==> src/rtl/riscv_pkg.sv <==
// -----------------------------------------------------------------------------
// riscv_pkg
// Shared constants and types for the RV32I operand-fetch slice.
//   XLEN     : data width
//   NREG     : number of architectural registers
//   AW       : register address width
//   REG_ZERO : index of the hard-wired zero register x0
//   dec_op_t : decoded-operand fields presented by the decoder
//   fetch_out_t : contents of the operand-fetch output register
//   sel_operand : operand source selection (x0 / writeback bypass / reg_file)
// -----------------------------------------------------------------------------
package riscv_pkg;

    localparam int XLEN = 32;
    localparam int NREG = 32;
    localparam int AW   = 5;

    localparam logic [AW-1:0] REG_ZERO = '0;

    typedef struct packed {
        logic [AW-1:0] rs1;
        logic [AW-1:0] rs2;
        logic [AW-1:0] rd;
        logic          use_rs1;
        logic          use_rs2;
        logic          rd_wr;
    } dec_op_t;

    typedef struct packed {
        logic            valid;
        logic [XLEN-1:0] op1;
        logic [XLEN-1:0] op2;
        logic [AW-1:0]   rd;
        logic            rd_wr;
    } fetch_out_t;

    // x0 always reads as zero, even if the writeback bus targets it; otherwise
    // a same-cycle writeback to the source wins over the stale reg_file value.
    function automatic logic [XLEN-1:0] sel_operand(
        input logic [AW-1:0]   idx,
        input logic [XLEN-1:0] rg_data,
        input logic            wb_en,
        input logic [AW-1:0]   wb_addr,
        input logic [XLEN-1:0] wb_data
    );
        if (idx == REG_ZERO) begin
            return '0;
        end else if (wb_en && (wb_addr == idx)) begin
            return wb_data;
        end
        return rg_data;
    endfunction

endpackage

==> src/rtl/operand_fetch_if.sv <==
// -----------------------------------------------------------------------------
// operand_fetch_if
// Bundles every non-clock/reset signal of operand_fetch.
//   in_*        : decoded instruction and its valid/ready handshake
//   rg_sr*      : reg_file read ports (address out, combinational data in)
//   wb_*        : writeback bus snooped for bypass and scoreboard clear
//   flush       : drop the held instruction
//   sb_clr      : clear all scoreboard busy bits
//   out_*       : captured operands and valid/ready handshake toward execute
// Modports: slave = operand_fetch, master = the surrounding pipeline.
// -----------------------------------------------------------------------------
interface operand_fetch_if;
    import riscv_pkg::*;

    logic            in_valid;
    logic            in_ready;
    logic [AW-1:0]   in_rs1;
    logic [AW-1:0]   in_rs2;
    logic            in_use_rs1;
    logic            in_use_rs2;
    logic [AW-1:0]   in_rd;
    logic            in_rd_wr;
    logic [AW-1:0]   rg_sr1_addr;
    logic [AW-1:0]   rg_sr2_addr;
    logic [XLEN-1:0] rg_sr1_data;
    logic [XLEN-1:0] rg_sr2_data;
    logic            wb_en;
    logic [AW-1:0]   wb_addr;
    logic [XLEN-1:0] wb_data;
    logic            flush;
    logic            sb_clr;
    logic            out_valid;
    logic            out_ready;
    logic [XLEN-1:0] out_op1;
    logic [XLEN-1:0] out_op2;
    logic [AW-1:0]   out_rd;
    logic            out_rd_wr;

    modport slave (
        input  in_valid, in_rs1, in_rs2, in_use_rs1, in_use_rs2, in_rd, in_rd_wr,
        input  rg_sr1_data, rg_sr2_data, wb_en, wb_addr, wb_data,
        input  flush, sb_clr, out_ready,
        output in_ready, rg_sr1_addr, rg_sr2_addr,
        output out_valid, out_op1, out_op2, out_rd, out_rd_wr
    );

    modport master (
        output in_valid, in_rs1, in_rs2, in_use_rs1, in_use_rs2, in_rd, in_rd_wr,
        output rg_sr1_data, rg_sr2_data, wb_en, wb_addr, wb_data,
        output flush, sb_clr, out_ready,
        input  in_ready, rg_sr1_addr, rg_sr2_addr,
        input  out_valid, out_op1, out_op2, out_rd, out_rd_wr
    );

endinterface

==> src/rtl/operand_fetch_scoreboard.sv <==
// -----------------------------------------------------------------------------
// operand_fetch_scoreboard
// Busy-bit vector of in-flight destination registers.
//   clk, rst            : clock, synchronous active-high reset
//   set_en, set_idx     : mark a register busy (instruction left for execute)
//   clr_en, clr_idx     : mark a register free (writeback)
//   clr_all             : clear every bit, overriding a same-cycle set
//   q_raw1/2_idx        : source queries; answer ignores a bit being cleared
//                         by writeback this cycle (bypass covers that case)
//   q_waw_idx           : destination query; raw busy bit
// -----------------------------------------------------------------------------
module operand_fetch_scoreboard
    import riscv_pkg::*;
(
    input  logic          clk,
    input  logic          rst,
    input  logic          set_en,
    input  logic [AW-1:0] set_idx,
    input  logic          clr_en,
    input  logic [AW-1:0] clr_idx,
    input  logic          clr_all,
    input  logic [AW-1:0] q_raw1_idx,
    input  logic [AW-1:0] q_raw2_idx,
    input  logic [AW-1:0] q_waw_idx,
    output logic          raw1_busy_o,
    output logic          raw2_busy_o,
    output logic          waw_busy_o
);

    logic [NREG-1:0] busy_q, busy_d;

    // NOTE: every variable written in always_comb gets a default first, so no
    // path leaves it unassigned and no latch is inferred.
    always_comb begin
        busy_d = busy_q;
        if (clr_en) busy_d[clr_idx] = 1'b0;
        // Applied after the clear so a set to the same index wins.
        if (set_en) busy_d[set_idx] = 1'b1;
        if (clr_all) busy_d = '0;
        busy_d[REG_ZERO] = 1'b0;
    end

    // NOTE: the busy vector is plain flops, not a RAM, so it is reset as a
    // whole; a stale bit after reset would stall forever.
    always_ff @(posedge clk) begin
        if (rst) busy_q <= '0;
        else     busy_q <= busy_d;
    end

    assign raw1_busy_o = busy_q[q_raw1_idx] & ~(clr_en & (clr_idx == q_raw1_idx));
    assign raw2_busy_o = busy_q[q_raw2_idx] & ~(clr_en & (clr_idx == q_raw2_idx));
    assign waw_busy_o  = busy_q[q_waw_idx];

endmodule

==> src/rtl/operand_fetch.sv <==
// -----------------------------------------------------------------------------
// operand_fetch
// One pipeline stage between decode and execute: drives reg_file read
// addresses, captures operands (with same-cycle writeback bypass), and stalls
// on RAW/WAW hazards tracked by a busy-bit scoreboard.
//   clk  : clock, rising edge
//   rst  : synchronous active-high reset
//   bus  : operand_fetch_if.slave (instruction in, reg_file read, writeback
//          snoop, flush/sb_clr, operands out)
// -----------------------------------------------------------------------------
module operand_fetch
    import riscv_pkg::*;
(
    input  logic            clk,
    input  logic            rst,
    operand_fetch_if.slave  bus
);

    dec_op_t    dec;
    fetch_out_t out_q, out_d;
    logic       acc, fire;
    logic       raw1, raw2, waw;
    logic       sb_raw1, sb_raw2, sb_waw;

    assign dec = '{rs1:     bus.in_rs1,     rs2:     bus.in_rs2,
                   rd:      bus.in_rd,      use_rs1: bus.in_use_rs1,
                   use_rs2: bus.in_use_rs2, rd_wr:   bus.in_rd_wr};

    assign bus.rg_sr1_addr = dec.rs1;
    assign bus.rg_sr2_addr = dec.rs2;

    // A flushed occupant never reaches execute, so it must not mark its rd busy.
    assign fire = out_q.valid & bus.out_ready & ~bus.flush;

    operand_fetch_scoreboard u_sb (
        .clk         (clk),
        .rst         (rst),
        .set_en      (fire & out_q.rd_wr),
        .set_idx     (out_q.rd),
        .clr_en      (bus.wb_en),
        .clr_idx     (bus.wb_addr),
        .clr_all     (bus.sb_clr),
        .q_raw1_idx  (dec.rs1),
        .q_raw2_idx  (dec.rs2),
        .q_waw_idx   (dec.rd),
        .raw1_busy_o (sb_raw1),
        .raw2_busy_o (sb_raw2),
        .waw_busy_o  (sb_waw)
    );

    // The current occupant is not yet in the scoreboard (it is set on fire),
    // so its destination is checked directly.
    function automatic logic occ_writes(input logic [AW-1:0] idx);
        return out_q.valid & out_q.rd_wr & (out_q.rd == idx);
    endfunction

    assign raw1 = dec.use_rs1 & (dec.rs1 != REG_ZERO) & (sb_raw1 | occ_writes(dec.rs1));
    assign raw2 = dec.use_rs2 & (dec.rs2 != REG_ZERO) & (sb_raw2 | occ_writes(dec.rs2));
    assign waw  = dec.rd_wr   & (dec.rd  != REG_ZERO) & (sb_waw  | occ_writes(dec.rd));

    assign bus.in_ready = ~rst & ~bus.flush & ~raw1 & ~raw2 & ~waw
                        & (~out_q.valid | bus.out_ready);
    assign acc = bus.in_valid & bus.in_ready;

    always_comb begin
        out_d = out_q;
        if (bus.flush) begin
            out_d.valid = 1'b0;
        end else if (acc) begin
            out_d.valid = 1'b1;
            out_d.op1   = sel_operand(dec.rs1, bus.rg_sr1_data, bus.wb_en, bus.wb_addr, bus.wb_data);
            out_d.op2   = sel_operand(dec.rs2, bus.rg_sr2_data, bus.wb_en, bus.wb_addr, bus.wb_data);
            out_d.rd    = dec.rd;
            out_d.rd_wr = dec.rd_wr;
        end else if (fire) begin
            out_d.valid = 1'b0;
        end
    end

    // NOTE: sequential state uses non-blocking assignments so every flop
    // samples the pre-edge values regardless of process ordering.
    always_ff @(posedge clk) begin
        if (rst) out_q <= '0;
        else     out_q <= out_d;
    end

    assign bus.out_valid = out_q.valid;
    assign bus.out_op1   = out_q.op1;
    assign bus.out_op2   = out_q.op2;
    assign bus.out_rd    = out_q.rd;
    assign bus.out_rd_wr = out_q.rd_wr;

endmodule

==> src/flat_wrapper.sv <==
// flat-port wrapper written by rule: the top's interface ports become plain ports
module operand_fetch_flat import riscv_pkg::*;
  (clk, rst, bus_in_valid, bus_in_rs1, bus_in_rs2, bus_in_use_rs1, bus_in_use_rs2, bus_in_rd, bus_in_rd_wr, bus_rg_sr1_data, bus_rg_sr2_data, bus_wb_en, bus_wb_addr, bus_wb_data, bus_flush, bus_sb_clr, bus_out_ready, bus_in_ready, bus_rg_sr1_addr, bus_rg_sr2_addr, bus_out_valid, bus_out_op1, bus_out_op2, bus_out_rd, bus_out_rd_wr);
  operand_fetch_if bus_i ();
  input  logic clk;
  input  logic rst;
  input wire logic [$bits(bus_i.in_valid)-1:0] bus_in_valid;
  input wire logic [$bits(bus_i.in_rs1)-1:0] bus_in_rs1;
  input wire logic [$bits(bus_i.in_rs2)-1:0] bus_in_rs2;
  input wire logic [$bits(bus_i.in_use_rs1)-1:0] bus_in_use_rs1;
  input wire logic [$bits(bus_i.in_use_rs2)-1:0] bus_in_use_rs2;
  input wire logic [$bits(bus_i.in_rd)-1:0] bus_in_rd;
  input wire logic [$bits(bus_i.in_rd_wr)-1:0] bus_in_rd_wr;
  input wire logic [$bits(bus_i.rg_sr1_data)-1:0] bus_rg_sr1_data;
  input wire logic [$bits(bus_i.rg_sr2_data)-1:0] bus_rg_sr2_data;
  input wire logic [$bits(bus_i.wb_en)-1:0] bus_wb_en;
  input wire logic [$bits(bus_i.wb_addr)-1:0] bus_wb_addr;
  input wire logic [$bits(bus_i.wb_data)-1:0] bus_wb_data;
  input wire logic [$bits(bus_i.flush)-1:0] bus_flush;
  input wire logic [$bits(bus_i.sb_clr)-1:0] bus_sb_clr;
  input wire logic [$bits(bus_i.out_ready)-1:0] bus_out_ready;
  output wire logic [$bits(bus_i.in_ready)-1:0] bus_in_ready;
  output wire logic [$bits(bus_i.rg_sr1_addr)-1:0] bus_rg_sr1_addr;
  output wire logic [$bits(bus_i.rg_sr2_addr)-1:0] bus_rg_sr2_addr;
  output wire logic [$bits(bus_i.out_valid)-1:0] bus_out_valid;
  output wire logic [$bits(bus_i.out_op1)-1:0] bus_out_op1;
  output wire logic [$bits(bus_i.out_op2)-1:0] bus_out_op2;
  output wire logic [$bits(bus_i.out_rd)-1:0] bus_out_rd;
  output wire logic [$bits(bus_i.out_rd_wr)-1:0] bus_out_rd_wr;
  assign bus_i.in_valid = bus_in_valid;
  assign bus_i.in_rs1 = bus_in_rs1;
  assign bus_i.in_rs2 = bus_in_rs2;
  assign bus_i.in_use_rs1 = bus_in_use_rs1;
  assign bus_i.in_use_rs2 = bus_in_use_rs2;
  assign bus_i.in_rd = bus_in_rd;
  assign bus_i.in_rd_wr = bus_in_rd_wr;
  assign bus_i.rg_sr1_data = bus_rg_sr1_data;
  assign bus_i.rg_sr2_data = bus_rg_sr2_data;
  assign bus_i.wb_en = bus_wb_en;
  assign bus_i.wb_addr = bus_wb_addr;
  assign bus_i.wb_data = bus_wb_data;
  assign bus_i.flush = bus_flush;
  assign bus_i.sb_clr = bus_sb_clr;
  assign bus_i.out_ready = bus_out_ready;
  assign bus_in_ready = bus_i.in_ready;
  assign bus_rg_sr1_addr = bus_i.rg_sr1_addr;
  assign bus_rg_sr2_addr = bus_i.rg_sr2_addr;
  assign bus_out_valid = bus_i.out_valid;
  assign bus_out_op1 = bus_i.out_op1;
  assign bus_out_op2 = bus_i.out_op2;
  assign bus_out_rd = bus_i.out_rd;
  assign bus_out_rd_wr = bus_i.out_rd_wr;
  operand_fetch u_core (.clk(clk), .rst(rst), .bus(bus_i));
endmodule
==> config.mk <==
export PLATFORM = sky130hd
export DESIGN_NAME = operand_fetch_flat
export DESIGN_NICKNAME = d
export VERILOG_FILES = /design/src/rtl/riscv_pkg.sv /design/src/rtl/operand_fetch_if.sv /design/src/rtl/operand_fetch_scoreboard.sv /design/src/rtl/operand_fetch.sv /design/src/flat_wrapper.sv
export SDC_FILE = /design/constraint.sdc
export NUM_CORES = 1
export LEC_CHECK = 0
export ABC_AREA = 1
export ABC_CLOCK_PERIOD_IN_PS = 2400
export CAP_MARGIN = 10
export CELL_PAD_IN_SITES_DETAIL_PLACEMENT = 1
export CELL_PAD_IN_SITES_GLOBAL_PLACEMENT = 2
export CORE_UTILIZATION = 24
export DETAILED_ROUTE_END_ITERATION = 10
export GPL_TIMING_DRIVEN = 0
export PLACE_DENSITY = 0.84
export SYNTH_ARGS = -nofsm -noshare
export SYNTH_HDL_FRONTEND = slang
export SYNTH_SLANG_ARGS = --single-unit
==> constraint.sdc <==
create_clock -name clk -period 2.4 [get_ports clk]
set_input_delay 0.24 -clock clk [delete_from_list [all_inputs] [get_ports clk]]
set_output_delay 0.24 -clock clk [all_outputs]
set_load 0.05 [all_outputs]
==> results, run 1 <==
- The cell accounting for the most synthesized area is dfxtp_1.
- The clock tree root driver cell is clkbuf_16.
- STA puts the critical path data arrival time at approximately 2 ns.
- The worst-case headroom to the max-slew limit is 0.245.
- The final critical delay including setup and external delays is about 2.3 ns.
- When the netlist entered floorplanning its net count stood at 1331.
- Of the synthesized area, sequential elements account for 0.294.
- In this run, synthesis inferred 0 flip-flops with an integrated enable.
- The via count of the first global-routing pass is 8477.
- The total global routing track utilization is 0.226.
- The number of different library cells used by synthesis comes to 31.
- The total placed cells including tap cells is approximately 1.8k.
- The count of buffers added on input and output ports is about 200.
- The average wire per standard cell is between 15 and 20 µm.
- The part of the cycle the worst path needs is 0.949.
- The final layout net count is ~1.6k.
- The hold violation total from the final report is 0.
- The total number of yosys warnings is 0.
- Yosys attributes the largest share of cell area to dfxtp_1 (29%), nand2_1 (16%), nand3_1 (13%).
- The number of placement rows is slightly above 60.
- The worst min-delay path category is input port to flip-flop.
- Routability-driven placement finished with a final weighted congestion of around 0.9.
- The largest single stage delay on the critical path is around 0.42 ns.
- The violation count after the first detailed-routing iteration is approximately 490.
- Compared with the post-synthesis result, the final layout area differs by 44.2%.
- The number of buffers between clock root and the deepest sink is 2.
- In this run the critical register-to-register path is captured at u_core.u_sb.busy_q[1].
- The kind of start point of the critical path is a flip-flop.
- The static power due to leakage is 4.66 nW.
- The cell at the slowest stage of the critical path is dfxtp_1.
- The number of flip-flops and latches in the synthesized netlist is 102.
- The mapped netlist covers just under 7000 µm².
- The remaining global-route overflow is 0.
- For flop-to-flop paths, the worst setup slack is ~0.16 ns.
- Entering global routing, the biggest net connects 17 pins.
- The routed wire length on met3 is between 2 and 2.5 mm.
- The count of antenna diodes in the layout is 0.
- In the post-route analysis, the smallest setup slack over all paths is between 0.1 and 0.15 ns.
- The number of clock buffers added by TritonCTS is 9.
- The via-per-instance ratio is around 4.7.
- For the worst setup path, the data required time is around 2.2 ns.
- The finished layout holds between 1.5k and 2k standard cells, fillers aside.
- The I/O pin count is between 200 and 250.
- After floorplanning, the core was sized to cover roughly 28000 µm².
- The fraction of post-synthesis cell area in the top cell type by area is 0.294.
- The first global-routing pass estimated between 40 and 50 mm of wire.
- The share of synthesized flip-flops with an asynchronous set or reset is 0.
- For this design the ratio of total power to cell area is roughly 480 nW/µm².
- The number of cells on the worst reg-to-reg path is 5.
- The number of design rule violations left after detail routing is 0.
- The total number of vias is about 8.5k.
- STA classifies the critical path endpoint as an output pin.
- The worst-margin pin slew is ~1.1 ns.
- The TritonCTS clock tree is yes.
- The tree built by TritonCTS fans out to between 100 and 150 sinks.
- The max-cap check violation count is 0.
- The layout cell share with drive strength beyond 1 is 0.0944.
- For this configuration, the core starts out at a cell density of 0.247.
- The worst-path maximum fanout is 10.
- Hold repair after CTS inserted 0 buffers.
- The worst hold path terminates at u_core.bus.out_rd[2].
- IR analysis of the VDD net gives a maximum drop of ~0.27 mV.
- The startpoint identified for the worst hold timing path is bus_in_rd[2].
- The most numerous cell type found on the critical path is nand2_2.
- The library cell with the highest instance count after synthesis is nand2_1.
- The H-tree was split into 3 levels.
- The number of setup violations in the final report is 0.
- The number of instances on the worst hold path is 3.
- The cell count after synthesis came out at 1205.
- The clock insertion delay at the later pin of the skew report is ~0.37 ns.
- The met1 routed wirelength after detailed routing is roughly 15 mm.
- The detailed router used layers up to and including met4.
- The initial antenna violation count is 0.
- The chip height is 172 µm.
- The worst setup skew after layout is roughly 0.017 ns.
- Derived from the worst setup path, the maximum achievable clock frequency is roughly 0.44 GHz.
- Setup repair after global routing left no endpoint under its margin.
- Dividing the synthesized area by the synthesized cell count gives ~5.8 µm².
- The floorplan step defined a die boundary enclosing a little under 30000 µm².
- Clock-pin slew was measured on the worst setup and hold paths at roughly 0.07 ns.
- The critical path goes through buf_2 > o22ai_1 > a21oi_1 > nand4_1 > nand2_2 > nand2_2 > nand2_1 > nor2_4 > buf_6 > buf_8.
- The number of optimization iterations in the first detailed-route pass is 5.
- The primary flip-flop cell chosen by synthesis mapping is dfxtp_1.
- The count of nets left with antenna violations after detail routing is 0.
- In the detailed route, the total length drawn on met2 is around 15 mm.
- The number of pins exceeding their max-slew limit in the final report is 0.
- The flow ran to the end, and the final reports show no timing, DRC or antenna violations.
- The worst setup timing slack at the placement stage is -1.10 ns.
- After synthesis, the most frequently instantiated cells are nand2_1 (289), inv_1 (217), nand3_1 (182).
- The setup path with the least slack is of type flip-flop to output pin.
- The total detailed-routing wirelength is between 30 and 40 mm.
- The half-perimeter wire length after detailed placement is about 27 mm.
- In this run the horizontal extent of the chip is between 150 and 200 µm.
- The startpoint of the most critical register-to-register path is u_core.bus.out_rd[0].
[cell type report]
type | count | area (µm²)
Tap cell | 378 | 473
Buffer | 83 | 548
Clock buffer | 12 | 246
Timing Repair Buffer | 219 | 2160
Clock inverter | 4 | 56.3
Fill cell | 3644 | 18100
Multi-Input combinational cell | 794 | 3630
Inverter | 226 | 867
Sequential cell | 102 | 2050
[kinds of logic (layout without fill, tap and decap cells)]
| family | Yosys count | count (layout) | synth area share |
|---|---|---|---|
| buffers and inverters | 309 | 544 | 0.191 |
| and+or+nand+nor | 646 | 646 | 0.392 |
| DFF | 102 | 102 | 0.294 |
| AOI/OAI and AO/OA | 142 | 142 | 0.115 |
| xor gates and xnor gates | 6 | 6 | 0.00756 |
[flip-flops by register name (all words and copies together), names as in the netlist]
name and count:
u_core.bus.out_op1 32, u_core.bus.out_rd_wr 1, u_core.bus.out_valid 1, u_core.bus.out_op2 32, u_core.u_sb.busy_q 31, u_core.bus.out_rd 5
[worst max-delay path by stage]
| stage | start | endpoint | slack [ns] | cells after the start |
|---|---|---|---|---|
| after floorplan | u_core.bus.out_rd[4] | u_core.bus.out_op1[21] | 0.18 | 12 |
| after global placement | bus_wb_addr[3] | bus_in_ready | -1.08 | 12 |
| after detailed placement | bus_in_rs2[3] | bus_in_ready | -1.10 | 12 |
| after CTS | bus_in_rd[2] | bus_in_ready | 0.02 | 11 |
| after global routing | u_core.u_sb.busy_q[9] | bus_in_ready | 0.01 | 13 |
| final | u_core.bus.out_rd[0] | bus_in_ready | 0.12 | 10 |
[report_power, final]
| part | total (mW) | internal, mW | switching [mW] | leakage (nW) |
|---|---|---|---|---|
| logic | 1.42 | 0.552 | 0.864 | 3.69 |
| registers | 1.79 | 1.75 | 0.0424 | 0.829 |
| clock network | 1.58 | 0.847 | 0.731 | 0.147 |
| total | 4.79 | 3.15 | 1.64 | 4.66 |
[timing repair]
| item | in CTS | in global routing |
|---|---|---|
| buffers inserted | 16 | 0 |
| pin swaps | 5 | 3 |
| gates resized for setup | 47 | 45 |
| setup endpoints to repair | 69 | 49 |
[metrics by stage]
stage	util	area, µm²	hold slack, ns	TNS (ns)	total power, mW
6_report	0.356	10000	0.353	0	4.79
5_1_grt	0.356	10000	0.418	0	4.99
4_1_cts	0.354	9960	0.409	0	4.81
3_5_place_dp	0.336	9460	0.473	-28.26	3.20
3_3_place_gp	0.336	9460	0.463	-24.85	3.19
2_1_floorplan	-	6950	0.375	0	2.61
[routing by layer]
metal  track usage  up-vias
met4        0.0796        0
met3        0.0421       43
met1         0.298     3997
met2         0.365      279
li1              -     4226
met5             0        -
[placed cells by master (no fill, tap or decap), types with 18 or more instances in the layout]
cell             count
nand3_1            181
dfxtp_1             97
a21oi_1             39
clkdlybuf4s50_1    187
buf_2               19
buf_4               35
nor2_1             148
clkbuf_1            19
buf_6               18
o21ai_0             35
inv_1              201
a31oi_1             47
inv_2               21
nand2_1            287
[critical path: cells and delay by family (launching register included)]
family,cells,cell delay [ns]
compound gates,2,0.25
flops,1,0.42
buf+inv,3,0.54
simple gates,5,0.45
(Power assumes the default switching activity.)
==> run 2: changes to the inputs <==
Settings changed: SETUP_SLACK_MARGIN set to 0.1.
==> run 2 against run 1 <==
First-iteration DRC count is 6.9% lower. Clock-buffer cell count stayed put. Critical endpoint unchanged. Cell count grew 0.50%. Clock skew rose by 0.00063 ns. Flip-flop and latch count did not move. Sequential share of layout area fell by 0.15 points. Largest cell class unchanged. Combinational power about the same. Routed wire length grew 0.56%. Register-to-register slack better by 0.08 ns. Non-clock buffer count increased by 9. Largest power group unchanged. Sequential power hardly changed.
==> results, run 2 (synthesized netlist as in run 1, its figures left out) <==
- The run finished with clean final reports.
- The worst min-delay path category is input port to flip-flop.
- STA puts the critical path data required time at between 2 and 2.5 ns.
- The chip height is about 170 µm.
- After clock tree synthesis, the clock-pin slew on the worst setup and hold paths is 0.07 ns.
- The worst setup skew after layout is approximately 0.017 ns.
- STA classifies the critical path startpoint as a flip-flop.
- The endpoint type of the worst setup path is an output pin.
- The arrival time of data at the critical path endpoint is 2.00 ns.
- Counting tap cells, the placed design contains a total of approximately 1.8k instances.
- Summing over every cut layer, the via total after detailed routing is about 8.6k.
- The setup check on the worst reg-to-reg path leaves a slack of 0.24 ns.
- The tool flagged a number of max-cap violations equal to 0.
- The clock tree root driver cell is clkbuf_16.
- The leading cell type in the layout, fill and taps excluded is nand2_1.
- The post-synthesis to final-layout area growth is 45.7%.
- The setup TNS after final layout is 0 ns.
- The repair_antennas step left the layout with diodes totalling 0.
- The number of design rule violations left after detail routing is 0.
- The I/O pin count is about 210.
- The areal power density over the cells is approximately 470 nW/µm².
- TritonCTS built the clock tree.
- The worst-case IR drop observed on VDD is roughly 0.28 mV.
- The first global-routing pass estimated a little under 50 mm of wire.
- The static power due to leakage is ~4.7 nW.
- The die area is 29600 µm².
- The most critical setup path has its startpoint at u_core.bus.out_rd[1].
- Detailed placement ended at an HPWL of 26.7 mm.
- The count of clock tree sinks is around 100.
- The number of non-filler instances in the completed layout is roughly 1.8k.
- Of all nets on the critical path, the largest fanout is 5.
- For met3 alone, demand over resource in global routing was 0.0421.
- The core box area is approximately 28000 µm².
- The startpoint of the most critical register-to-register path is u_core.bus.out_rd[1].
- For this run, the total global-route usage over all layers was measured as 0.226.
- The count of nets left with antenna violations after detail routing is 0.
- The via count of the first global-routing pass came to around 8.5k.
- The clock reaches the later pin of the worst-skew pair after approximately 0.37 ns.
- At the pin with the least slew margin, the transition time is 1.14 ns.
- The initial utilization of the core area, before any placement, comes to 0.247.
- In the final routed layout, each cell accounts on average for between 15 and 20 µm.
- For this run, the slowest stage of the critical path takes 0.36 ns.
- Setup repair after global routing left no endpoint under its margin.
- The count of input and output buffers is a little over 200.
- The capture point of the worst path is bus_in_ready.
- Dividing the detail-routed via count by the number of cells gives 4.72.
- The number of setup violations in the final report is 0.
- The worst-case headroom to the max-slew limit is 0.233.
- The floorplan has between 60 and 70 rows.
- The number of buffers created by CTS is 9.
- Static timing analysis puts the maximum clock frequency at ~0.45 GHz.
- The routing layer with the top usage in global route is met2.
- The initial antenna violation count came to 0.
- The slowest stage of the critical path belongs to the cell dfxtp_4.
- The final layout contains routed wiring with a total length of between 30 and 40 mm.
- The part of the cycle the worst path needs is 0.934.
- The critical path in this run is classified as flip-flop to output pin.
- The endpoint identified for the worst register-to-register timing path is u_core.bus.out_op2[5].
- The final critical delay including setup and external delays is ~2.2 ns.
- The number of optimization iterations in the first detailed-route pass is 7.
- In the layout the commonest cells are nand2_1 (286), inv_1 (186), clkdlybuf4s50_1 (186).
- The final layout contains approximately 1.6k nets.
- At the end of the flow the core is filled with cells to 0.360.
- The clock passes through at most 2 buffers.
- Walking the worst path, the cells encountered are buf_8 > buf_4 > a221oi_1 > nand4_1 > nand2_2 > nand2_2 > nand2_1 > nor2_4 > buf_6 > buf_8.
- The remaining global-route overflow is 0.
- The number of pins exceeding their max-slew limit in the final report was 0.
- The violation count after the first detailed-routing iteration is 459.
- For met2 alone, demand over resource in global routing was 0.364.
- The clock tree synthesis step divided the H-tree into 3 levels.
- The number of cells on the worst reg-to-reg path is 14.
- The largest net degree at the start of global routing is 17.
- In the final layout, the share of cells above drive strength 1 is 0.119.
- The die is around 170 µm wide.
- The hold violation total from the final report is 0.
- The final weighted congestion in routability-driven placement is between 0.9 and 1.
- The number of instances on the worst hold path is 4.
- For met1 alone, demand over resource in global routing was 0.298.
==> run 2: changes by cell type in the layout (fill, tap and decap cells not counted), sizes merged <==
cell           delta
buf               +9
clkdlybuf4s50     -1
dlymetal6s2s      -4
dlygate4sd2       +3
clkbuf            +2
==> run 2: layout make-up <==
cell class	count	area (µm²)
sequential	102	2050
tap	378	473
timing repair buffer	228	2200
clock buffer	12	246
multi-input combinational	794	3670
buffer	83	562
clock inverter	4	56.3
inverter	226	870
fill	3655	18000
==> run 2: layer usage <==
metal  part of all wire  routed length (µm)  vias to the layer above
li1                   -                   -                     4244
met1               0.45               15200                     4025
met2               0.45               15100                      309
met3              0.067                2230                       46
met4              0.029                 987                        0
met5                  0                   0                        -
==> run 2: worst min path at each step <==
stage	from	to	slack, ns
2_1_floorplan	bus_in_rd[2]	u_core.bus.out_rd[2]	0.37
3_3_place_gp	u_core.u_sb.busy_q[11]	u_core.u_sb.busy_q[11]	0.46
3_5_place_dp	u_core.u_sb.busy_q[20]	u_core.u_sb.busy_q[20]	0.47
4_1_cts	bus_in_rd[0]	u_core.bus.out_rd[0]	0.41
5_1_grt	bus_in_rd[0]	u_core.bus.out_rd[0]	0.45
6_report	bus_in_rd[0]	u_core.bus.out_rd[0]	0.43
==> run 2: what timing repair did <==
| action | in CTS | in global routing |
|---|---|---|
| buffers inserted | 16 | 9 |
| endpoints found under the setup margin | 86 | 43 |
| pin swaps | 6 | 7 |
| resized for setup | 65 | 61 |
| hold buffers | 0 | 0 |
==> run 2: power by group <==
part / switching (mW) / leakage, nW / total [mW] / internal [mW]
clock: 0.730 / 0.147 / 1.58 / 0.847
combinational: 0.871 / 3.73 / 1.43 / 0.563
sequential: 0.0431 / 0.831 / 1.79 / 1.75
total: 1.64 / 4.71 / 4.80 / 3.16
==> run 2: critical path: cells and delay by family, from the launching register on <==
kind	cells	cell delay (ns)
flip-flops	1	0.36
buffers and inverters	4	0.55
AND/OR/NAND/NOR	5	0.48
AO/OA/AOI/OAI	1	0.26
==> run 2: metrics by stage <==
step	setup slack, ns	total power [mW]	instance area [µm²]	hold WS (ns)
detailed placement	-1.10	3.20	9460	0.473
global placement	-1.08	3.19	9460	0.463
finish	0.159	4.80	10100	0.431
global route	0.0767	5.01	10100	0.446
CTS	0.106	4.81	9980	0.409
floorplan	0.184	2.61	6950	0.375
